--- src/rtl/fsic_io_serdes_pkg.sv ---
// Shared io_serdes definitions: lane word width, default training word,
// link-controller state encoding and a small saturating-counter helper.
package fsic_io_serdes_pkg;

    localparam int         CLK_RATIO = 4;
    localparam logic [3:0] TRAIN_PAT = 4'hA;

    typedef enum logic [2:0] {
        ST_IDLE   = 3'd0,
        ST_SETTLE = 3'd1,
        ST_TRAIN  = 3'd2,
        ST_LINK   = 3'd3,
        ST_OFF    = 3'd4,
        ST_FAIL   = 3'd5
    } state_t;

    function automatic logic [1:0] sat_inc2(input logic [1:0] v, input logic [1:0] lim);
        if (v >= lim) begin
            return v;
        end else begin
            return v + 2'd1;
        end
    endfunction

endpackage

--- src/rtl/fsic_io_serdes_train_chk.sv ---
// Counts consecutive training-word matches; done_o flags the cycle on which
// the run reaches LEN (combinational, so the caller can act on the same edge).
import fsic_io_serdes_pkg::*;

module fsic_io_serdes_train_chk #(
    parameter int              W   = CLK_RATIO,
    parameter logic [W-1:0]    PAT = TRAIN_PAT,
    parameter int              LEN = 8,
    localparam int             CW  = $clog2(LEN + 1)
) (
    input  logic          clk_i,
    input  logic          rst_ni,
    input  logic          clr_i,
    input  logic          en_i,
    input  logic [W-1:0]  word_i,
    output logic          done_o,
    output logic [CW-1:0] match_cnt_o
);

    logic [CW-1:0] cnt_q;
    logic [CW-1:0] cnt_d;

    // Next match count: a mismatching valid word restarts the run, the run saturates at LEN.
    always_comb begin
        cnt_d = cnt_q;
        if (clr_i) begin
            cnt_d = '0;
        end else if (en_i) begin
            if (word_i != PAT) begin
                cnt_d = '0;
            end else if (cnt_q == CW'(LEN)) begin
                cnt_d = cnt_q;
            end else begin
                cnt_d = cnt_q + CW'(1);
            end
        end else begin
            cnt_d = cnt_q;
        end
    end

    // Match counter register.
    always_ff @(posedge clk_i or negedge rst_ni) begin
        if (!rst_ni) begin
            cnt_q <= '0;
        end else begin
            cnt_q <= cnt_d;
        end
    end

    assign done_o      = !clr_i && (cnt_d == CW'(LEN));
    assign match_cnt_o = cnt_q;

endmodule

--- src/rtl/fsic_io_serdes_rx_link_ctrl.sv ---
// RX lane bring-up sequencer: settle, train, link, bounded retry and failure,
// with registered lane-enable, status and payload outputs.
import fsic_io_serdes_pkg::*;

module fsic_io_serdes_rx_link_ctrl #(
    parameter int                    pCLK_RATIO   = CLK_RATIO,
    parameter logic [pCLK_RATIO-1:0] pTRAIN_PAT   = TRAIN_PAT,
    parameter int                    pTRAIN_LEN   = 8,
    parameter int                    pSETTLE_CYC  = 6,
    parameter int                    pTIMEOUT_CYC = 64,
    parameter int                    pOFF_CYC     = 4,
    parameter int                    pMAX_RETRY   = 3
) (
    input  logic                  coreclk,
    input  logic                  axis_rst_n,
    input  logic                  ctrl_en,
    input  logic [pCLK_RATIO-1:0] rxdata_in,
    input  logic                  rxdata_in_valid,
    output logic                  rxen,
    output logic                  link_up,
    output logic                  link_fail,
    output logic [pCLK_RATIO-1:0] rx_word,
    output logic                  rx_word_valid,
    output logic [1:0]            retry_cnt
);

    localparam int TO_W   = $clog2(pTIMEOUT_CYC);
    localparam int PH_MAX = (pSETTLE_CYC > pOFF_CYC) ? pSETTLE_CYC : pOFF_CYC;
    localparam int PH_W   = $clog2(PH_MAX);
    localparam int MC_W   = $clog2(pTRAIN_LEN + 1);

    state_t                state_q, state_d;
    logic [PH_W-1:0]       ph_cnt_q, ph_cnt_d;
    logic [TO_W-1:0]       to_cnt_q, to_cnt_d;
    logic [1:0]            retry_q, retry_d;
    logic                  rxen_q, link_up_q, link_fail_q, rx_word_valid_q;
    logic [pCLK_RATIO-1:0] rx_word_q;
    logic                  train_done_s, train_clr_s, train_en_s, fwd_s;
    logic [MC_W-1:0]       match_cnt_s;

    assign train_clr_s = !ctrl_en || (state_q != ST_TRAIN);
    assign train_en_s  = rxdata_in_valid && (state_q == ST_TRAIN);
    assign fwd_s       = ctrl_en && (state_q == ST_LINK) && rxdata_in_valid
                         && (rxdata_in != pTRAIN_PAT);

    fsic_io_serdes_train_chk #(
        .W   (pCLK_RATIO),
        .PAT (pTRAIN_PAT),
        .LEN (pTRAIN_LEN)
    ) u_train_chk (
        .clk_i       (coreclk),
        .rst_ni      (axis_rst_n),
        .clr_i       (train_clr_s),
        .en_i        (train_en_s),
        .word_i      (rxdata_in),
        .done_o      (train_done_s),
        .match_cnt_o (match_cnt_s)
    );

    // Next-state logic; to_cnt defaults to zero so it only runs while in TRAIN.
    always_comb begin
        state_d  = state_q;
        ph_cnt_d = ph_cnt_q;
        to_cnt_d = '0;
        retry_d  = retry_q;
        if (!ctrl_en) begin
            state_d  = ST_IDLE;
            ph_cnt_d = '0;
            retry_d  = 2'd0;
        end else begin
            case (state_q)
                ST_IDLE: begin
                    state_d  = ST_SETTLE;
                    ph_cnt_d = '0;
                end
                ST_SETTLE: begin
                    if (ph_cnt_q == PH_W'(pSETTLE_CYC - 1)) begin
                        state_d  = ST_TRAIN;
                        ph_cnt_d = '0;
                    end else begin
                        ph_cnt_d = ph_cnt_q + PH_W'(1);
                    end
                end
                ST_TRAIN: begin
                    // Pattern completion takes priority over a coincident timeout.
                    if (train_done_s) begin
                        state_d = ST_LINK;
                    end else if (to_cnt_q == TO_W'(pTIMEOUT_CYC - 1)) begin
                        state_d = (retry_q == 2'(pMAX_RETRY)) ? ST_FAIL : ST_OFF;
                    end else begin
                        to_cnt_d = to_cnt_q + TO_W'(1);
                    end
                end
                ST_LINK: begin
                    state_d = ST_LINK;
                end
                ST_OFF: begin
                    if (ph_cnt_q == PH_W'(pOFF_CYC - 1)) begin
                        state_d  = ST_SETTLE;
                        ph_cnt_d = '0;
                        retry_d  = sat_inc2(retry_q, 2'(pMAX_RETRY));
                    end else begin
                        ph_cnt_d = ph_cnt_q + PH_W'(1);
                    end
                end
                ST_FAIL: begin
                    state_d = ST_FAIL;
                end
                default: begin
                    state_d  = ST_IDLE;
                    ph_cnt_d = '0;
                    retry_d  = 2'd0;
                end
            endcase
        end
    end

    // State, counters and outputs; status outputs follow the state being entered.
    always_ff @(posedge coreclk or negedge axis_rst_n) begin
        if (!axis_rst_n) begin
            state_q         <= ST_IDLE;
            ph_cnt_q        <= '0;
            to_cnt_q        <= '0;
            retry_q         <= 2'd0;
            rxen_q          <= 1'b0;
            link_up_q       <= 1'b0;
            link_fail_q     <= 1'b0;
            rx_word_valid_q <= 1'b0;
            rx_word_q       <= '0;
        end else begin
            state_q         <= state_d;
            ph_cnt_q        <= ph_cnt_d;
            to_cnt_q        <= to_cnt_d;
            retry_q         <= retry_d;
            rxen_q          <= (state_d == ST_SETTLE) || (state_d == ST_TRAIN)
                               || (state_d == ST_LINK);
            link_up_q       <= (state_d == ST_LINK);
            link_fail_q     <= (state_d == ST_FAIL);
            rx_word_valid_q <= fwd_s;
            if (fwd_s) begin
                rx_word_q <= rxdata_in;
            end else begin
                rx_word_q <= rx_word_q;
            end
        end
    end

    assign rxen          = rxen_q;
    assign link_up       = link_up_q;
    assign link_fail     = link_fail_q;
    assign rx_word       = rx_word_q;
    assign rx_word_valid = rx_word_valid_q;
    assign retry_cnt     = retry_q;

endmodule

--- config.mk ---
export PLATFORM = sky130hd
export DESIGN_NAME = fsic_io_serdes_rx_link_ctrl
export DESIGN_NICKNAME = d
export VERILOG_FILES = /design/src/rtl/fsic_io_serdes_pkg.sv /design/src/rtl/fsic_io_serdes_train_chk.sv /design/src/rtl/fsic_io_serdes_rx_link_ctrl.sv
export SDC_FILE = /design/constraint.sdc
export NUM_CORES = 1
export LEC_CHECK = 0
export ABC_CLOCK_PERIOD_IN_PS = 2790
export CORE_AREA = 3 3 56 58
export CTS_BUF_LIST = sky130_fd_sc_hd__clkbuf_8
export DETAILED_ROUTE_END_ITERATION = 16
export DIE_AREA = 0 0 59 61
export PLACE_DENSITY = 0.78
export SYNTH_ARGS = -nofsm -noshare
export SYNTH_HDL_FRONTEND = slang
export SYNTH_SLANG_ARGS = --single-unit
--- constraint.sdc ---
create_clock -name coreclk -period 2.79 [get_ports coreclk]
set_clock_uncertainty 0.05 [all_clocks]
set_input_delay 0.279 -clock coreclk [delete_from_list [all_inputs] [get_ports coreclk]]
set_output_delay 0.279 -clock coreclk [all_outputs]
set_load 0.01 [all_outputs]
Yosys cells after proc, flatten, opt, wreduce, memory -nomap -nowiden
Index checks and enable logic that the tools add are counted.

Register bits after elaboration: 26. Input port bits: 8. Output and inout bits: 10. Word-level logic and storage cells: 73.

Add/sub/neg operators: 4. $lt $le $gt $ge: 1. Equal/unequal tests: 21. Muxes and demuxes: 23. Reductions and logical operators: 14.

Operator list (number): 2-to-1 mux 3 bit (8); 2-to-1 mux 6 bit (4); case mux 3 bit (6 select lines) (1); 2-to-1 mux 4 bit (4); equality test 3 x 2 -> 1 bit (second input constant) (5); equality test 3 bit (second input constant) (4); case mux 3 bit (3 select lines) (1); equality test 4 bit (second input constant) (2); adder 6 x 1 -> 6 bit (second input constant) (1); equality test 3 x 1 -> 1 bit (second input constant) (2); equality test 6 bit (second input constant) (1); 2-to-1 mux 2 bit (3); inequality test 3 bit (second input constant) (2); logical AND 1 bit (5); OR reduction 5 bit (1); adder 4 x 1 -> 4 bit (second input constant) (1); inequality test 2 bit (second input constant) (2); inequality test 4 bit (second input constant) (1); case mux 2 bit (2 select lines) (1); adder 3 x 1 -> 3 bit (second input constant) (1); zero test 3 bit (1); logical OR 1 bit (3); inequality test 3 x 2 -> 1 bit (second input constant) (1); AND reduction 3 bit (1); 6 further kinds (7).

Depth between registers and ports, before layout
Gate-level depths: netlist of run 1.

Word-level depth: 13. Depth in mapped cells: 8. Mapped depth without buffers: 7.

Cells and area by module
A second synthesis of run 1 with hierarchy kept.

Cell total of the unflattened synthesis: 143. Area total of the unflattened synthesis: 1490.2 sq um.

Modules (own cells, without submodules): fsic_io_serdes_rx_link_ctrl (instances 1, cells each 113, area an instance 1202.4 sq um, sequential area each 550.5 sq um); fsic_io_serdes_train_chk (instances 1, cells each 30, area an instance 287.8 sq um, sequential area each 100.1 sq um).

Least setup slack after synthesis of run 1
OpenSTA, ideal clock, no wires.

Path type: reg2reg. Start: reg to_cnt_q[0] (netlist name). End: reg rx_word_q[0] (netlist: rx_word[0]). Setup time: 125 ps. Arrival time: 1754 ps. Data required time: 2615 ps. Slack: 861 ps. Stages on the path, launching flop included: 7. Path buffers: 0. Period minus slack after synthesis: 1929 ps. Path through: dfrtp_1 > ha_1 > and3_1 > and3_2 > a32oi_2 > nor3_4 > mux2_4.

RTL lines: end signal, assigned (line fsic_io_serdes_rx_link_ctrl.sv:141) `rx_word_q <= rxdata_in;`; end signal, assigned (line fsic_io_serdes_rx_link_ctrl.sv:143) `rx_word_q <= rx_word_q;`; end, declared (line fsic_io_serdes_rx_link_ctrl.sv:37) `logic [pCLK_RATIO-1:0] rx_word_q;`.

==> summary.txt, run 1 <==
status: finished, final reports clean
Crit path required time: 2.90 ns
max-slew violation count: 0
crit-path leading delay family: simple AND/OR/NAND/NOR gates
Post-CTS Setup Bufs: 0
post-cts repair resize count: 0
#FFs+latches synth: 26
routability cong.: 0.842
Avg Cell Area, Syn: 10.6 um2
remaining antenna violation count: 0
Row Count: 19
Final Setup Violations: 0
CTS sink cnt: 26
ys async rst share: 100%
Syn Nets: 163
worst reg2reg startpoint: to_cnt_q[0]$_DFF_PN0_
WP depth: 6
most frequent cells in the layout: 26 x dfrtp_1, 17 x clkdlybuf4s50_1, 10 x inv_1
Slew @ Worst Pin: 0.508 ns
worst-path cell chain: ha_1, and3_1, and3_2, a32oi_2, nor3_4, mux2_4
commonest non-fill, non-tap cell in the layout: dfrtp_1
maximum vdd drop: 0.369 mV
CTS H-Tree Depth: 1
port bufs: 17
max_slew headroom: 66.1%
GRT Resource Usage Total: 18.7%
setup TNS: 0 ns
pin count of the biggest net entering global routing: 27
drc violations: 0
layout cell share with drive strength beyond 1: 14.0%
Layout area overhead: 15.9%
Hold Slack: 0.315 ns
crit path from: to_cnt_q[0]$_DFF_PN0_
clock buffers created by TritonCTS: 3
remaining global-route overflow: 0
hpwl dp: 2250 um
Initial Util: 57.6%
# hold bufs at CTS: 0
post-synthesis instance area: 1560 um2
Most used DFF post-synth: dfrtp_1
Crit path buffers/inverters: 0
Root Buffer: clkbuf_8
part of the cycle the worst path needs: 77.3%
Longest Clk Path Bufs: 2
RSZ-0062 raised after global routing: false
Synth Instances: 147
routed vias/inst: 5.97
Max-Cap Viols: 0
Worst Reg-to-Reg Cells: 6
CP Class: reg -> reg
global-route wire length before repair: 5070 um
ANT cells: 0
Leakage: 0.791 nW
drt total wl: 2980 um
Cell variety after synth: 47
Final Hold Viols: 0
I/O pin cnt: 18
crit path DAT: 2.27 ns
initial antenna violation count: 0
Clk Latency, worst-skew pair: 0.27 ns
die height: 61 um
Nets: 181
Worst-path clk slew: 0.09 ns
Core ar.: 2710 um2
DR WL/cell: 15.3 um
CTS tree: done
minimum clock period: 2.16 ns
sequential share of the synthesized area: 41.7%
number of DRC markers in iteration 0: 45
Die X: 59 um
max frequency: 0.464 GHz
CP max stage delay: 0.42 ns
number of flops mapped to enable cells by yosys: 0
DIE AREA: 3600 um2
Critical Path Source Type: flop
number of global-route vias before repair: 1163
PD cells: 408 nW/um2
drt first pass iters: 4
CP Capture Type: flop
via count: 1164
slowest CP cell: dfrtp_1
crit-path max FO: 5
HP Class: in -> async
Yosys warnings: 0
cell families (layout without fill, tap and decap cells):
kind of cell	Yosys count	in the layout	share of synthesized area, %
and+or+nand+nor	56	56	25.4
muxes	5	5	4.49
xor gates and xnor gates	5	5	2.80
DFF	26	26	41.7
buffers and inverters	17	34	5.85
AOI/OAI and AO/OA	30	30	13.4
adders and majority gates	8	8	6.41
path summary, 6_finish.rpt:
check	to	slack, ns
max	rx_word[3]$_DFFE_PN0P_	0.63
min	u_train_chk.match_cnt_o[1]$_DFF_PN0_	0.32
max reg2reg	rx_word[3]$_DFFE_PN0P_	0.63
min reg2reg	to_cnt_q[0]$_DFF_PN0_	0.47
max in group asynchronous	state_q[1]$_DFF_PN0_	2.13
min in group coreclk	to_cnt_q[0]$_DFF_PN0_	0.47
synthesized netlist by cell type, types with 3 or more instances:
cell type | instances | share of area (%)
nor3_1 | 4 | 1.3
inv_1 | 10 | 2.4
nand3_1 | 7 | 2.2
nand2b_1 | 4 | 1.6
mux2_4 | 4 | 3.8
nor2_1 | 7 | 1.7
ha_1 | 8 | 6.4
nor2b_1 | 4 | 1.6
a21oi_1 | 7 | 2.2
buf_6 | 3 | 2.2
nor4_2 | 3 | 2.4
o21ai_0 | 9 | 2.9
dfrtp_1 | 26 | 42
xnor2_1 | 3 | 1.7
nand2_1 | 8 | 1.9
report_power, final:
part           internal [mW]  switching [mW]
clock network          0.192           0.123
logic                 0.0199          0.0213
registers              0.380         0.00419
flip-flops by register name, indices dropped and copies added, names as in the netlist:
name                     flops
u_train_chk.match_cnt_o      4
ph_cnt_q                     3
retry_cnt                    2
rx_word                      4
state_q                      3
rx_word_valid                1
to_cnt_q                     6
link_fail                    1
link_up                      1
rxen                         1
stage by stage:
stage,cell area [um2],instances,power [mW],util [%],worst slack [ns]
final,1810,195,0.740,66.8,0.633
after global routing,1810,195,0.767,66.8,0.442
after CTS,1810,195,0.746,66.8,0.633
after detailed placement,1740,191,0.433,64.2,0.416
after global placement,1740,191,0.432,64.2,0.614
after floorplan,1560,147,0.409,-,0.861
metal layers:
layer  track usage (%)  wire [um]
met4              7.44         35
met2              31.9       1490
met3              3.40         71
met5                 0          0
met1              23.4       1380
worst reg2reg max path: stages, from the launching register on:
cell and delay [ns]:
dfrtp_1 0.42, ha_1 0.21, and3_1 0.22, and3_2 0.30
a32oi_2 0.19, nor3_4 0.32, mux2_4 0.34
area by class of cell:
class                      instances  area [um2]
fill                             220         900
multi-input combinational        104         820
sequential                        26         651
timing repair buffer              20         193
clock buffer                       3        41.3
tap                               31        38.8
inverter                          10        37.5
clock inverter                     1        30.0
(Power assumes the default switching activity.)
==> run 2: changes to the inputs <==
ABC_CLOCK_PERIOD_IN_PS = 1880   (was 2790)
CORE_AREA = 3 3 59 61   (was 3 3 56 58)
DIE_AREA = 0 0 62 64   (was 0 0 59 61)
PLACE_DENSITY = 0.73   (was 0.78)
clock period = 1.88 ns   (was 2.79 ns; I/O delays follow)
==> run 2 against run 1 <==
The run now ends with setup timing left. Die area rose by 10%. Final area rose by 19%. Fmax rose by 10%. Routed wire length rose by 19%.
==> summary.txt, run 2 (synthesized netlist as in run 1, its figures left out) <==
Largest register FFs: 6
PnR worst setup slack: -0.0785 ns
layout cell share with drive strength beyond 1: 37.6%
Power Total: 1.01 mW
max_slew headroom: 76.0%
Core Util, Final: 71.1%
CP Capture Type: flop
capturing point of the worst reg2reg path: rx_word[1]$_DFFE_PN0P_
Final Setup Violations: 11
most frequent cells in the layout: 35 x buf_4, 24 x dfrtp_1, 17 x clkdlybuf4s50_1
Final Cell Area: 2150 um2
worst-path cell chain: inv_1, ha_1, nand2_2, a211oi_2, o211ai_1, nor3_4, mux2_4
Longest Clk Path Bufs: 2
WP depth: 7
minimum clock period: 1.96 ns
most flop-heavy register: to_cnt_q
DR WL/cell: 14.6 um
PD cells: 471 nW/um2
Critical Path Source Type: flop
drc violations: 0
port bufs: 17
status: finished, violations left
I/O pin cnt: 18
worst setup path end: rx_word[1]$_DFFE_PN0P_
remaining global-route overflow: 0
# hold bufs at CTS: 0
crit-path max FO: 5
Layout area overhead: 37.9%
HP Class: in -> async
Crit path required time: 2.00 ns
crit path DAT: 2.07 ns
Root Buffer: clkbuf_8
setup TNS: -0.422 ns
number of global-route vias before repair: 1362
Final Hold Viols: 0
Hold Slack: 0.221 ns
global-route wire length before repair: 5870 um
Worst-path clk slew: 0.09 ns
max-slew violation count: 0
CP Class: reg -> reg
via count: 1303
Die X: 62 um
Non-Filler Instances: 241
Clk Latency, worst-skew pair: 0.27 ns
Leakage: 0.952 nW
drt first pass iters: 4
DP Worst Slack: -0.210 ns
RSZ-0062 raised after global routing: true
failing checks: setup timing
dpl cell area: 1940 um2
Max-Cap Viols: 0
Slew @ Worst Pin: 0.359 ns
CP max stage delay: 0.41 ns
CTS sink cnt: 26
slowest CP cell: dfrtp_1
initial antenna violation count: 0
CTS tree: done
Crit path buffers/inverters: 1
hpwl dp: 2460 um
number of DRC markers in iteration 0: 41
Nets: 214
routed vias/inst: 5.41
DIE AREA: 3970 um2
remaining antenna violation count: 0
pin count of the biggest net entering global routing: 27
part of the cycle the worst path needs: 104%
Initial Util: 51.6%
worst reg2reg startpoint: ph_cnt_q[1]$_DFFE_PN0P_
Row Count: 20
GRT Resource Usage Total: 19.9%
drt total wl: 3530 um
fill count: 221
commonest non-fill, non-tap cell in the layout: buf_4
die height: 64 um
ANT cells: 0
CTS H-Tree Depth: 1
maximum vdd drop: 0.332 mV
crit-path leading delay family: simple AND/OR/NAND/NOR gates
routability cong.: 0.843
Worst Reg-to-Reg Cells: 7
dpl cells: 226
Core ar.: 3030 um2
max frequency: 0.511 GHz
clock buffers created by TritonCTS: 3
reg2reg setup slack: -0.08 ns
crit path from: ph_cnt_q[1]$_DFFE_PN0P_
==> run 2: changes by cell type in the layout (fill, tap and decap cells not counted), sizes merged <==
cell,delta
buf,+33
bufinv,-1
clkbuf,+1
==> run 2: worst reg2reg max path, stage by stage, from the launching register on <==
cell	delay [ns]
dfrtp_1	0.41
inv_1	0.06
ha_1	0.15
nand2_2	0.07
a211oi_2	0.20
o211ai_1	0.20
nor3_4	0.38
mux2_4	0.33
==> run 2: timing repair <==
action                                  CTS  global route
resized for setup                         6            14
endpoints found under the setup margin   16            17
setup buffers                             6             5
pin swaps                                 6            12
==> run 2: worst min path at each step <==
stage	from	end	depth (start not counted)	slack, ns
after CTS	axis_rst_n	ph_cnt_q[2]$_DFFE_PN0P_	2	0.23
after global routing	axis_rst_n	rxen$_DFF_PN0_	2	0.26
after global placement	rx_word[3]$_DFFE_PN0P_	rx_word[3]$_DFFE_PN0P_	1	0.46
final	axis_rst_n	ph_cnt_q[2]$_DFFE_PN0P_	2	0.22
after floorplan	axis_rst_n	link_fail$_DFF_PN0_	0	-0.16
after detailed placement	rx_word[2]$_DFFE_PN0P_	rx_word[2]$_DFFE_PN0P_	1	0.44
==> run 2: final cells by class <==
| cell class | instances | area (um2) | share of cell area, % |
|---|---|---|---|
| multi-input combinational | 104 | 908 | 42.2 |
| inverter | 10 | 37.5 | 1.74 |
| clock buffer | 4 | 55.1 | 2.56 |
| sequential | 26 | 653 | 30.3 |
| tap | 44 | 55.1 | 2.56 |
| timing repair buffer | 53 | 444 | 20.6 |
==> run 2: power breakdown <==
group	internal [mW]	switching, mW
Sequential	0.563	0.00519
Clock	0.187	0.181
Combinational	0.0394	0.0377
Total	0.790	0.224
==> run 2: layer usage <==
layer  track usage [%]  up-vias  share of wire (%)
met5                 0        -                  0
met4              7.96        0                2.0
met3              4.44        7                3.5
met2              33.3       28                 51
met1              23.7      645                 43
li1                  -      623                  -
